$ cat config.mk
export PLATFORM = sky130hd
export DESIGN_NAME = ld_ext_unit
export DESIGN_NICKNAME = d
export VERILOG_FILES = /design/src/rtl/ld_ext_unit.sv
export SDC_FILE = /design/constraint.sdc
export NUM_CORES = 1
export LEC_CHECK = 0
export ABC_AREA = 1
export CAP_MARGIN = 0
export CORE_MARGIN = 1
export CORE_UTILIZATION = 55
export DETAILED_ROUTE_END_ITERATION = 12
export GPL_TIMING_DRIVEN = 0
export HOLD_SLACK_MARGIN = 0.15
export PLACE_DENSITY = 0.81
export SLEW_MARGIN = 20
export SYNTH_ARGS = -nofsm -noshare
export SYNTH_HDL_FRONTEND = slang
export SYNTH_SLANG_ARGS = --single-unit
$ cat constraint.sdc
create_clock -name clk -period 8.3 [get_ports clk]
set_input_delay 1.66 -clock clk [delete_from_list [all_inputs] [get_ports clk]]
set_output_delay 1.66 -clock clk [all_outputs]
set_load 0.01 [all_outputs]
$ cat src/rtl/ld_ext_unit.sv
// Load-data extraction/extension unit: selects the addressed byte/half/word/dword lane
// from a memory read word, sign- or zero-extends it, flags misalignment, and queues results.
module ld_ext_unit #(
    parameter  int DW    = 32,
    parameter  int TW    = 5,
    parameter  int DEPTH = 2,
    localparam int OFFW  = $clog2(DW / 8)
) (
    input  logic            clk,
    input  logic            rst,
    input  logic            in_valid,
    output logic            in_ready,
    input  logic [DW-1:0]   in_data,
    input  logic [OFFW-1:0] in_addr_lo,
    input  logic [1:0]      in_size,
    input  logic            in_ext,
    input  logic [TW-1:0]   in_tag,
    output logic            out_valid,
    input  logic            out_ready,
    output logic [DW-1:0]   out_data,
    output logic [TW-1:0]   out_tag,
    output logic            out_misalign,
    output logic [15:0]     err_cnt
);
    localparam int PW = (DEPTH > 1) ? $clog2(DEPTH) : 1;
    localparam int CW = $clog2(DEPTH + 1);

    // Stage A registers
    logic            r_valid_a;
    logic [DW-1:0]   r_data_a;
    logic [OFFW-1:0] r_off_a;
    logic [1:0]      r_size_a;
    logic            r_ext_a;
    logic [TW-1:0]   r_tag_a;

    // Output FIFO
    logic [DW-1:0] r_mem_data [DEPTH];
    logic [TW-1:0] r_mem_tag  [DEPTH];
    logic          r_mem_mis  [DEPTH];
    logic [PW-1:0] r_wptr;
    logic [PW-1:0] r_rptr;
    logic [CW-1:0] r_count;
    logic [15:0]   r_err_cnt;

    logic                 w_pop;
    logic                 w_room;
    logic                 w_push;
    logic                 w_accept;
    logic [PW-1:0]        w_wptr_next;
    logic [PW-1:0]        w_rptr_next;
    logic [1:0]           w_size_eff;
    logic [6:0]           w_sh;
    logic [DW-1:0]        w_shifted;
    logic [DW-1:0]        w_up;
    logic signed [DW-1:0] w_up_s;
    logic [DW-1:0]        w_ext_val;
    logic                 w_misalign;
    logic [DW-1:0]        w_result;

    // Lane is moved to the top of the word, then shifted back down arithmetically
    // or logically so one path covers every size and both extension modes.
    always_comb begin
        w_size_eff = ((DW == 32) && (r_size_a == 2'b11)) ? 2'b10 : r_size_a;
        w_shifted  = r_data_a >> {r_off_a, 3'b000};
        case (w_size_eff)
            2'b00:   w_sh = 7'(DW - 8);
            2'b01:   w_sh = 7'(DW - 16);
            2'b10:   w_sh = 7'(DW - 32);
            default: w_sh = 7'd0;
        endcase
        w_up      = w_shifted << w_sh;
        w_up_s    = w_up;
        w_ext_val = r_ext_a ? $unsigned(w_up_s >>> w_sh) : (w_up >> w_sh);
        case (w_size_eff)
            2'b01:   w_misalign = r_off_a[0];
            2'b10:   w_misalign = |r_off_a[1:0];
            2'b11:   w_misalign = |r_off_a;
            default: w_misalign = 1'b0;
        endcase
        w_result = w_misalign ? '0 : w_ext_val;
    end

    assign w_pop       = (r_count != '0) && out_ready;
    assign w_room      = (r_count < CW'(DEPTH)) || w_pop;
    assign w_push      = r_valid_a && w_room;
    assign in_ready    = !r_valid_a || w_room;
    assign w_accept    = in_valid && in_ready;
    assign w_wptr_next = (r_wptr == PW'(DEPTH - 1)) ? '0 : r_wptr + 1'b1;
    assign w_rptr_next = (r_rptr == PW'(DEPTH - 1)) ? '0 : r_rptr + 1'b1;

    always_ff @(posedge clk or posedge rst) begin
        if (rst) begin
            r_valid_a <= 1'b0;
            r_data_a  <= '0;
            r_off_a   <= '0;
            r_size_a  <= '0;
            r_ext_a   <= 1'b0;
            r_tag_a   <= '0;
        end else if (w_accept) begin
            r_valid_a <= 1'b1;
            r_data_a  <= in_data;
            r_off_a   <= in_addr_lo;
            r_size_a  <= in_size;
            r_ext_a   <= in_ext;
            r_tag_a   <= in_tag;
        end else if (w_push) begin
            r_valid_a <= 1'b0;
        end
    end

    always_ff @(posedge clk or posedge rst) begin
        if (rst) begin
            for (int i = 0; i < DEPTH; i++) begin
                r_mem_data[i] <= '0;
                r_mem_tag[i]  <= '0;
                r_mem_mis[i]  <= 1'b0;
            end
        end else if (w_push) begin
            r_mem_data[r_wptr] <= w_result;
            r_mem_tag[r_wptr]  <= r_tag_a;
            r_mem_mis[r_wptr]  <= w_misalign;
        end
    end

    always_ff @(posedge clk or posedge rst) begin
        if (rst) begin
            r_wptr    <= '0;
            r_rptr    <= '0;
            r_count   <= '0;
            r_err_cnt <= '0;
        end else begin
            if (w_push) begin
                r_wptr <= w_wptr_next;
            end
            if (w_pop) begin
                r_rptr <= w_rptr_next;
            end
            case ({w_push, w_pop})
                2'b10:   r_count <= r_count + 1'b1;
                2'b01:   r_count <= r_count - 1'b1;
                default: r_count <= r_count;
            endcase
            if (w_push && w_misalign && (r_err_cnt != 16'hFFFF)) begin
                r_err_cnt <= r_err_cnt + 16'd1;
            end
        end
    end

    assign out_valid    = (r_count != '0);
    assign out_data     = r_mem_data[r_rptr];
    assign out_tag      = r_mem_tag[r_rptr];
    assign out_misalign = r_mem_mis[r_rptr];
    assign err_cnt      = r_err_cnt;

endmodule

# Word-level counts from Yosys, hierarchy flattened
# Cells that the tools add are included.
dict set report op_classes {
  n_addsub 5
  eq_ne 7
  div 0
  muxes 28
  multipliers 0
  n_reduce_logical 15
  order_cmp 4
  bitwise 2
  shift 4
}
# op n
set op_table {}
lappend op_table {{32-bit 2-to-1 mux} 6}
lappend op_table {{64-bit bitwise mux} 1}
lappend op_table {{32-bit demux with 1-bit select} 1}
lappend op_table {{32-bit by 7-bit << shifter with 32-bit output} 1}
lappend op_table {{32-bit by 5-bit right shift with 32-bit output} 1}
lappend op_table {{32-bit by 7-bit right shift with 32-bit output} 1}
lappend op_table {{32-bit by 7-bit >>> shifter with 32-bit output} 1}
lappend op_table {{5-bit 2-to-1 mux} 4}
lappend op_table {{16-bit by 1-bit adder with 16-bit output (second input constant)} 1}
lappend op_table {{16-bit inequality test (second input constant)} 1}
lappend op_table {{10-bit bitwise mux} 1}
lappend op_table {{5-bit case mux with 2 select lines} 1}
lappend op_table {{2-bit equality test (second input constant)} 4}
lappend op_table {{1-bit 2-to-1 mux} 8}
lappend op_table {{1-bit logical AND} 6}
lappend op_table {{2-bit nonzero test} 3}
lappend op_table {{5-bit demux with 1-bit select} 1}
lappend op_table {{2-bit by 1-bit equality test with 1-bit output (second input constant)} 2}
lappend op_table {{2-bit >= comparator (second input constant)} 2}
lappend op_table {{1-bit NOT with 2-bit output} 2}
lappend op_table {{2-bit case mux with 2 select lines} 1}
lappend op_table {{2-bit OR reduction} 2}
lappend op_table {{1-bit adder (second input constant)} 2}
lappend op_table {{2-bit by 1-bit adder with 2-bit output (second input constant)} 1}
lappend op_table {{other kinds (10)} 11}
dict set report word_totals {
  mem_bits_rw 0
  output_inout_bits 56
  latch_bits 0
  romBits 0
  n_memories 0
  regBits 139
  inputBits 46
}

# Logic depth before layout (Yosys ltp)
# Gate-level depths: netlist of the first run.
dict set report depth {
  ltp_word 9
  mapped_depth 12
}

# Worst setup path before layout of the first run
# OpenSTA, ideal clock, no wires.
dict set report synth_path {
  kind {in2out}
  from {in out_ready}
  to {out in_ready}
  slack_ps 4734
  stages 2
  arrival_time_ps 1906
  path_cell_list {nand2_2 -> nand3_1}
}
dict set report synth_between {
  elab_chain_len 3
}
# element line_no
set synth_rtl {}
lappend synth_rtl {{from (decl)} 19} ;# input logic out_ready,
lappend synth_rtl {{1-bit logical AND} 83} ;# assign w_pop = (r_count != '0) && out_ready;
lappend synth_rtl {{1-bit logical OR} 84} ;# assign w_room = (r_count < CW'(DEPTH)) || w_pop;
lappend synth_rtl {{1-bit logical OR} 86} ;# assign in_ready = !r_valid_a || w_room;
lappend synth_rtl {{to (decl)} 12} ;# output logic in_ready,
# Every way passes these cells.

# Worst setup path after layout of the first run
# Same ends and word-level chain as after synthesis.

==> results of run 1 <==
==> state kept, by name, indices dropped and copies added (netlist names) <==
register	flops
r_mem_data	64
r_data_a	32
err_cnt	16
r_mem_tag	10
r_tag_a	5
r_count	2
r_mem_mis	2
r_off_a	2
r_size_a	2
r_ext_a	1
r_rptr	1
r_valid_a	1
r_wptr	1
==> worst reg2reg max path, cell delays in order, from the launching register on <==
cell,delay [ns]
dfrtp_1,0.35
buf_4,0.16
clkbuf_1,0.21
o21ai_0,0.49
nand2_1,0.09
o22ai_1,0.20
nand2_1,0.09
nand2_1,0.10
nand2_1,0.06
nand2_1,0.06
==> synthesized netlist by cell type <==
cell      instances
nand2_1         372
dfrtp_1         139
o21ai_0          56
nand3_1          55
nor2_1           47
inv_1            44
a21oi_1          35
mux2_2           20
buf_2            18
clkbuf_1         13
xor2_1           12
buf_6             8
nand2_2           6
nand4_1           6
o211ai_1          6
inv_2             5
nor2_8            5
o22ai_1           4
xnor2_1           4
buf_4             3
nor3_1            3
buf_1             2
ha_1              2
inv_4             2
nor2_2            2
a211oi_1          1
a21oi_4           1
and2_1            1
nand2_4           1
nand3b_1          1
nand4_4           1
nor4_1            1
o22ai_4           1
o31ai_1           1
==> final timing paths <==
kind / start / to / slack [ns] / cells after the start
worst max-delay path: out_ready / in_ready / 3.69 / 4
worst min-delay path: r_mem_data[20]$_DFFE_PP0P_ / r_mem_data[20]$_DFFE_PP0P_ / 0.48 / 2
worst max register to register: r_off_a[0]$_DFFE_PP0P_ / r_mem_data[62]$_DFFE_PP0P_ / 6.43 / 9
worst min register to register: r_mem_data[20]$_DFFE_PP0P_ / r_mem_data[20]$_DFFE_PP0P_ / 0.48 / 2
max in group asynchronous: rst / r_mem_tag[6]$_DFFE_PP0P_ / 5.93 / 3
min in group asynchronous: rst / r_data_a[4]$_DFFE_PP0P_ / 1.65 / 2
==> per-stage QoR <==
step	hold WS, ns	worst slack [ns]	instances
after floorplan	0.442	2.92	878
after global placement	0.454	1.11	1147
after detailed placement	0.465	3.70	1148
after CTS	0.477	3.68	1176
after global routing	0.494	3.65	1176
final	0.476	3.69	1176
==> layout make-up <==
type / instances / area (um^2)
plain buffers: 44 / 259
fillers: 998 / 3410
clock inverters: 2 / 35.0
inverters: 51 / 204
flip-flops and latches: 139 / 3480
multi-input cells: 644 / 3070
clock buffers: 26 / 509
repair buffers: 102 / 1040
well taps: 168 / 210
==> kinds of logic (layout without fill, tap and decap cells) <==
group | Yosys count | in the layout | synth area share (%)
simple gates | 501 | 501 | 30.0
flops | 139 | 139 | 49.7
compound gates | 105 | 105 | 8.24
buf+inv | 95 | 225 | 6.50
mux | 20 | 20 | 3.22
xor+xnor | 16 | 16 | 2.00
fa+ha+maj | 2 | 2 | 0.357
==> power by group <==
part / switching (uW) / internal [uW] / leakage [uW]
registers: 158 / 922 / 0.00176
logic: 845 / 551 / 0.00236
clock network: 261 / 444 / 0.000268
==> per-layer routing <==
metal | track usage, % | vias to the layer above
met3 | 6.75 | 35
met2 | 45.5 | 244
met1 | 42.0 | 2960
li1 | - | 3044
met5 | 0 | -
met4 | 11.7 | 0
==> flow_summary.toml, run 1 <==
[synthesis]
yosysTopAreaCell = "dfrtp_1"
synth-seq-cells = 139
synth_area_leaders = "dfrtp_1 (50%), nand2_1 (20%), o21ai_0 (4.0%)"
syn_nets = 926
netlist.area_leader.share_pct = 49.7
syn_area_mm2 = 0.00700
yosysUniqueCellTypes = 34
yosys_warnings = 0
syn_inst = 878
ys_seq_area_share_pct = 49.7
avgSynthCellArea_um2 = 7.98

[floorplanning]
dieArea_mm2 = 0.0132
start_util_pct = 57.4
die_h_um = 115
rows = 40
ios = 102
die_width_um = 115
core_mm2 = 0.0122

[clock_network]
root_buffer = "clkbuf_16"
htree_levels = 4
clk_path_buf_depth = 2
hold_buffers = 0
cts_tree = "built"
cts.sinks = 139
cts_buffers = 17
cts_setup_buffers = 0
post_cts_resize_count = 0
clock_latency_ns = 0.42
clkTransAtPathRegs_ns = 0.05

[grt]
overflow = 0
grt_max_degree = 80
grt_pass1_vias = 6015
grtUsageTotal_pct = 29.9
grt_pass1_wl_um = 30000
grt_antenna_before_repair = 0

[worst_setup_path]
crit_slowest_cell = "clkdlybuf4s50_1"
cp-end-kind = "primary output"
cp_top_family = "buffers and inverters"
start_kind = "input pin"
crit_path_max_incr_delay_ns = 0.56
cp_data_arrival_time_ns = 2.95
crit_top_cell = "clkdlybuf4s50_1"
required_ns = 6.64
path_cells = "clkdlybuf4s50_1 > nand2_2 > nand3_1 > clkdlybuf4s50_1"
crit_buf_inv = 2
criticalPathCategory = "input pin to primary output"
crit_fanout = 4

[routing]
dr.max_layer_used = "met4"
routed_wl_um = 18100
wl_met2_um = 8150
num_vias = 6283
ant_nets = 0
via_per_inst = 5.34
drc_errors = 0
firstDrtPassIters = 5
routedWlPerCell_um = 15.4
route.met3.wl_um = 1200
met1Wirelength_um = 8320
drtIter0Drc = 556

[timing]
timing.setup.tns_ns = 0
fin_crit_sh_pct = 55.6
max_freq_ghz = 0.217
finalCriticalPeriod_ns = 4.61
tightest_slew_ns = 0.669
setup-violations-final = 0
maxSlewViolCount = 0
relSlewSlack_pct = 55.4
finalHoldViolCount = 0
skew_ns = 0.00487
rsz0062_at_grt = "false"

[power_and_ir_drop]
irDropWorstVdd_v = 0.000209
p_per_area_mw_per_mm2 = 361
power.static_leakage_uw = 0.00440
finalPower_uw = 3180

[layout]
final_common_cell = "nand2_1"
n_antenna_cell = 0
layout_common_cells = "nand2_1 (372), dfrtp_1 (139), clkdlybuf4s50_1 (101)"
drive_gt1_share_pct = 9.82
fin_area_mm2 = 0.00880
nets = 1047
syn_to_final_growth_pct = 25.7
final_util_pct = 72.1

[place]
io_buffers = 101
gp_routability_congestion = 0.967
place_area_mm2 = 0.00826
dp_hpwl_um = 13100

[run]
maxCapViolCount = 0

[run_status]
outcome = "complete, no violations"

[worst_hold_path]
min_path_type = "flip-flop to flip-flop"
Power figures use the tool's default switching activity.
==> inputs of run 2 (changes only) <==
--- a/config.mk
+++ b/config.mk
@@ -8,11 +8,11 @@
 export ABC_AREA = 1
 export CAP_MARGIN = 0
 export CORE_MARGIN = 1
-export CORE_UTILIZATION = 55
+export CORE_UTILIZATION = 49
 export DETAILED_ROUTE_END_ITERATION = 12
 export GPL_TIMING_DRIVEN = 0
 export HOLD_SLACK_MARGIN = 0.15
-export PLACE_DENSITY = 0.81
+export PLACE_DENSITY = 0.76
 export SLEW_MARGIN = 20
 export SYNTH_ARGS = -nofsm -noshare
 export SYNTH_HDL_FRONTEND = slang
==> constraint.sdc (replaced) <==
create_clock -name clk -period 4.2 [get_ports clk]
set_input_delay 0.84 -clock clk [delete_from_list [all_inputs] [get_ports clk]]
set_output_delay 0.84 -clock clk [all_outputs]
set_load 0.01 [all_outputs]
==> flow_summary.toml, run 2 (synthesized netlist as in run 1, its figures left out) <==
[run_status]
outcome = "complete, no violations"

[timing]
maxSlewViolCount = 0
skew_ns = 0.00842
tightest_slew_ns = 0.615
finalHoldViolCount = 0
finalCriticalPeriod_ns = 3.45
relSlewSlack_pct = 59.0
max_freq_ghz = 0.290
timing.setup.tns_ns = 0
fin_crit_sh_pct = 82.2
setup-violations-final = 0
rsz0062_at_grt = "false"

[clock_network]
cts_setup_buffers = 0
post_cts_resize_count = 0
clkTransAtPathRegs_ns = 0.06
htree_levels = 4
cts_tree = "built"
clock_latency_ns = 0.43
clk_path_buf_depth = 2
cts_buffers = 17
cts.sinks = 139
root_buffer = "clkbuf_16"
hold_buffers = 0

[place]
dp_hpwl_um = 13200
gp_routability_congestion = 0.992
io_buffers = 101

[worst_setup_path]
crit_path_max_incr_delay_ns = 0.54
r2r-end = "r_mem_data[30]$_DFFE_PP0P_"
required_ns = 3.36
r2r_start = "r_off_a[0]$_DFFE_PP0P_"
crit_fanout = 10
start_kind = "flip-flop"
crit_top_cell = "clkbuf_1"
endpoint = "out_data[31]"
path_cells = "clkbuf_1 > clkbuf_1 > clkbuf_1 > nand2_1 > nand2_1 > clkdlybuf4s50_1"
ff2ff_setup_slack_ns = 2.26
critPathLaunch = "r_rptr$_DFFE_PP0P_"
cp_data_arrival_time_ns = 2.61
cp-end-kind = "primary output"
crit_slowest_cell = "clkdlybuf4s50_1"
reg2regPathDepth = 9
criticalPathCategory = "flip-flop to primary output"

[floorplanning]
die_h_um = 122
start_util_pct = 50.3
die_width_um = 122
core_mm2 = 0.0139
ios = 102
dieArea_mm2 = 0.0148
rows = 43

[layout]
syn_to_final_growth_pct = 28.5
final_common_cell = "nand2_1"
final_util_pct = 64.6
drive_gt1_share_pct = 10.7
multi_input_area_mm2 = 0.00307
max_flop_register = "r_mem_data"
largest_reg_flops = 64
fill_cells = 1170
n_antenna_cell = 0
seqCellArea_mm2 = 0.00348
layout_common_cells = "nand2_1 (372), dfrtp_1 (139), clkdlybuf4s50_1 (101)"
nets = 1050

[power_and_ir_drop]
p_per_area_mw_per_mm2 = 735
switchingPower_uw = 2560
clockPowerShare_pct = 25.9
power.static_leakage_uw = 0.00447
irDropWorstVdd_v = 0.000390
sw_frac_of_total_pct = 38.7
p_int_uw = 4060
seqPwrFrac_pct = 32.3
p_comb_share_pct = 41.8

[grt]
grt_max_degree = 36
grt_antenna_before_repair = 0
grt_pass1_vias = 6102
overflow = 0
grtUsageTotal_pct = 27.1
grt_pass1_wl_um = 30400

[routing]
ant_nets = 0
drtIter0Drc = 563
routed_wl_um = 18600
drc_errors = 0
via_per_inst = 5.25
firstDrtPassIters = 5
routedWlPerCell_um = 15.6
num_vias = 6268

[worst_hold_path]
min_path_type = "flip-flop to flip-flop"
hold_start = "r_mem_tag[0]$_DFFE_PP0P_"

[run]
maxCapViolCount = 0
## run 2: changes by cell type in the layout (fill, tap and decap cells not counted), sizes merged
| cell | delta |
|---|---|
| bufinv | +5 |
| clkinvlp | +4 |
| inv | -1 |
| clkinv | +2 |
| clkbuf | -6 |
| buf | +3 |
## run 2: final cells by class
class	instances	share of cell area, %
sequential	139	38.7
multi-input combinational	644	34.1
timing repair buffer	105	12.1
clock buffer	20	5.08
buffer	44	2.88
tap	180	2.50
clock inverter	12	2.42
inverter	51	2.22
## run 2: through the flow
step           hold WS (ns)  std cells  area [um^2]  total power [uW]  setup WS (ns)
2_1_floorplan         0.442        878         7010              3810           1.62
3_3_place_gp          0.454       1159         8240              4810          0.387
3_5_place_dp          0.459       1163         8320              4880           1.20
4_1_cts               0.474       1195         9000              6620          0.740
5_1_grt               0.494       1195         9000              7050          0.547
6_report              0.471       1195         9000              6620          0.747
## run 2: power by group through the flow
stage / Clock, uW / Combinational (uW) / Sequential, uW
CTS: 1730 / 2760 / 2130
detailed placement: 0 / 2740 / 2150
finish: 1710 / 2770 / 2140
global route: 1790 / 3060 / 2190
global placement: 0 / 2690 / 2130
floorplan: 0 / 1740 / 2080
## run 2: how the worst min path moves through the flow
stage               slack [ns]  cells past startpoint                   endpoint
finish                    0.47                      2   r_mem_tag[0]$_DFFE_PP0P_
global route              0.49                      2  r_mem_data[7]$_DFFE_PP0P_
CTS                       0.47                      2   r_mem_tag[0]$_DFFE_PP0P_
detailed placement        0.46                      2   r_mem_tag[0]$_DFFE_PP0P_
global placement          0.45                      2   r_mem_tag[4]$_DFFE_PP0P_
floorplan                 0.44                      2  r_mem_data[7]$_DFFE_PP0P_
## run 2: layer usage
metal,vias to the layer above,part of all wire (%),track usage [%]
met1,2977,46,37.4
met3,31,5.8,5.24
met5,-,0,0
met2,213,46,42.3
met4,0,2.1,10.1
li1,3047,-,-
## run 2: worst max-delay path: cells and delay by family, from the launching register on
kind                   cells  cell delay [ns]
DFF                        1             0.35
buffers and inverters      4             1.62
and+or+nand+nor            2             0.23
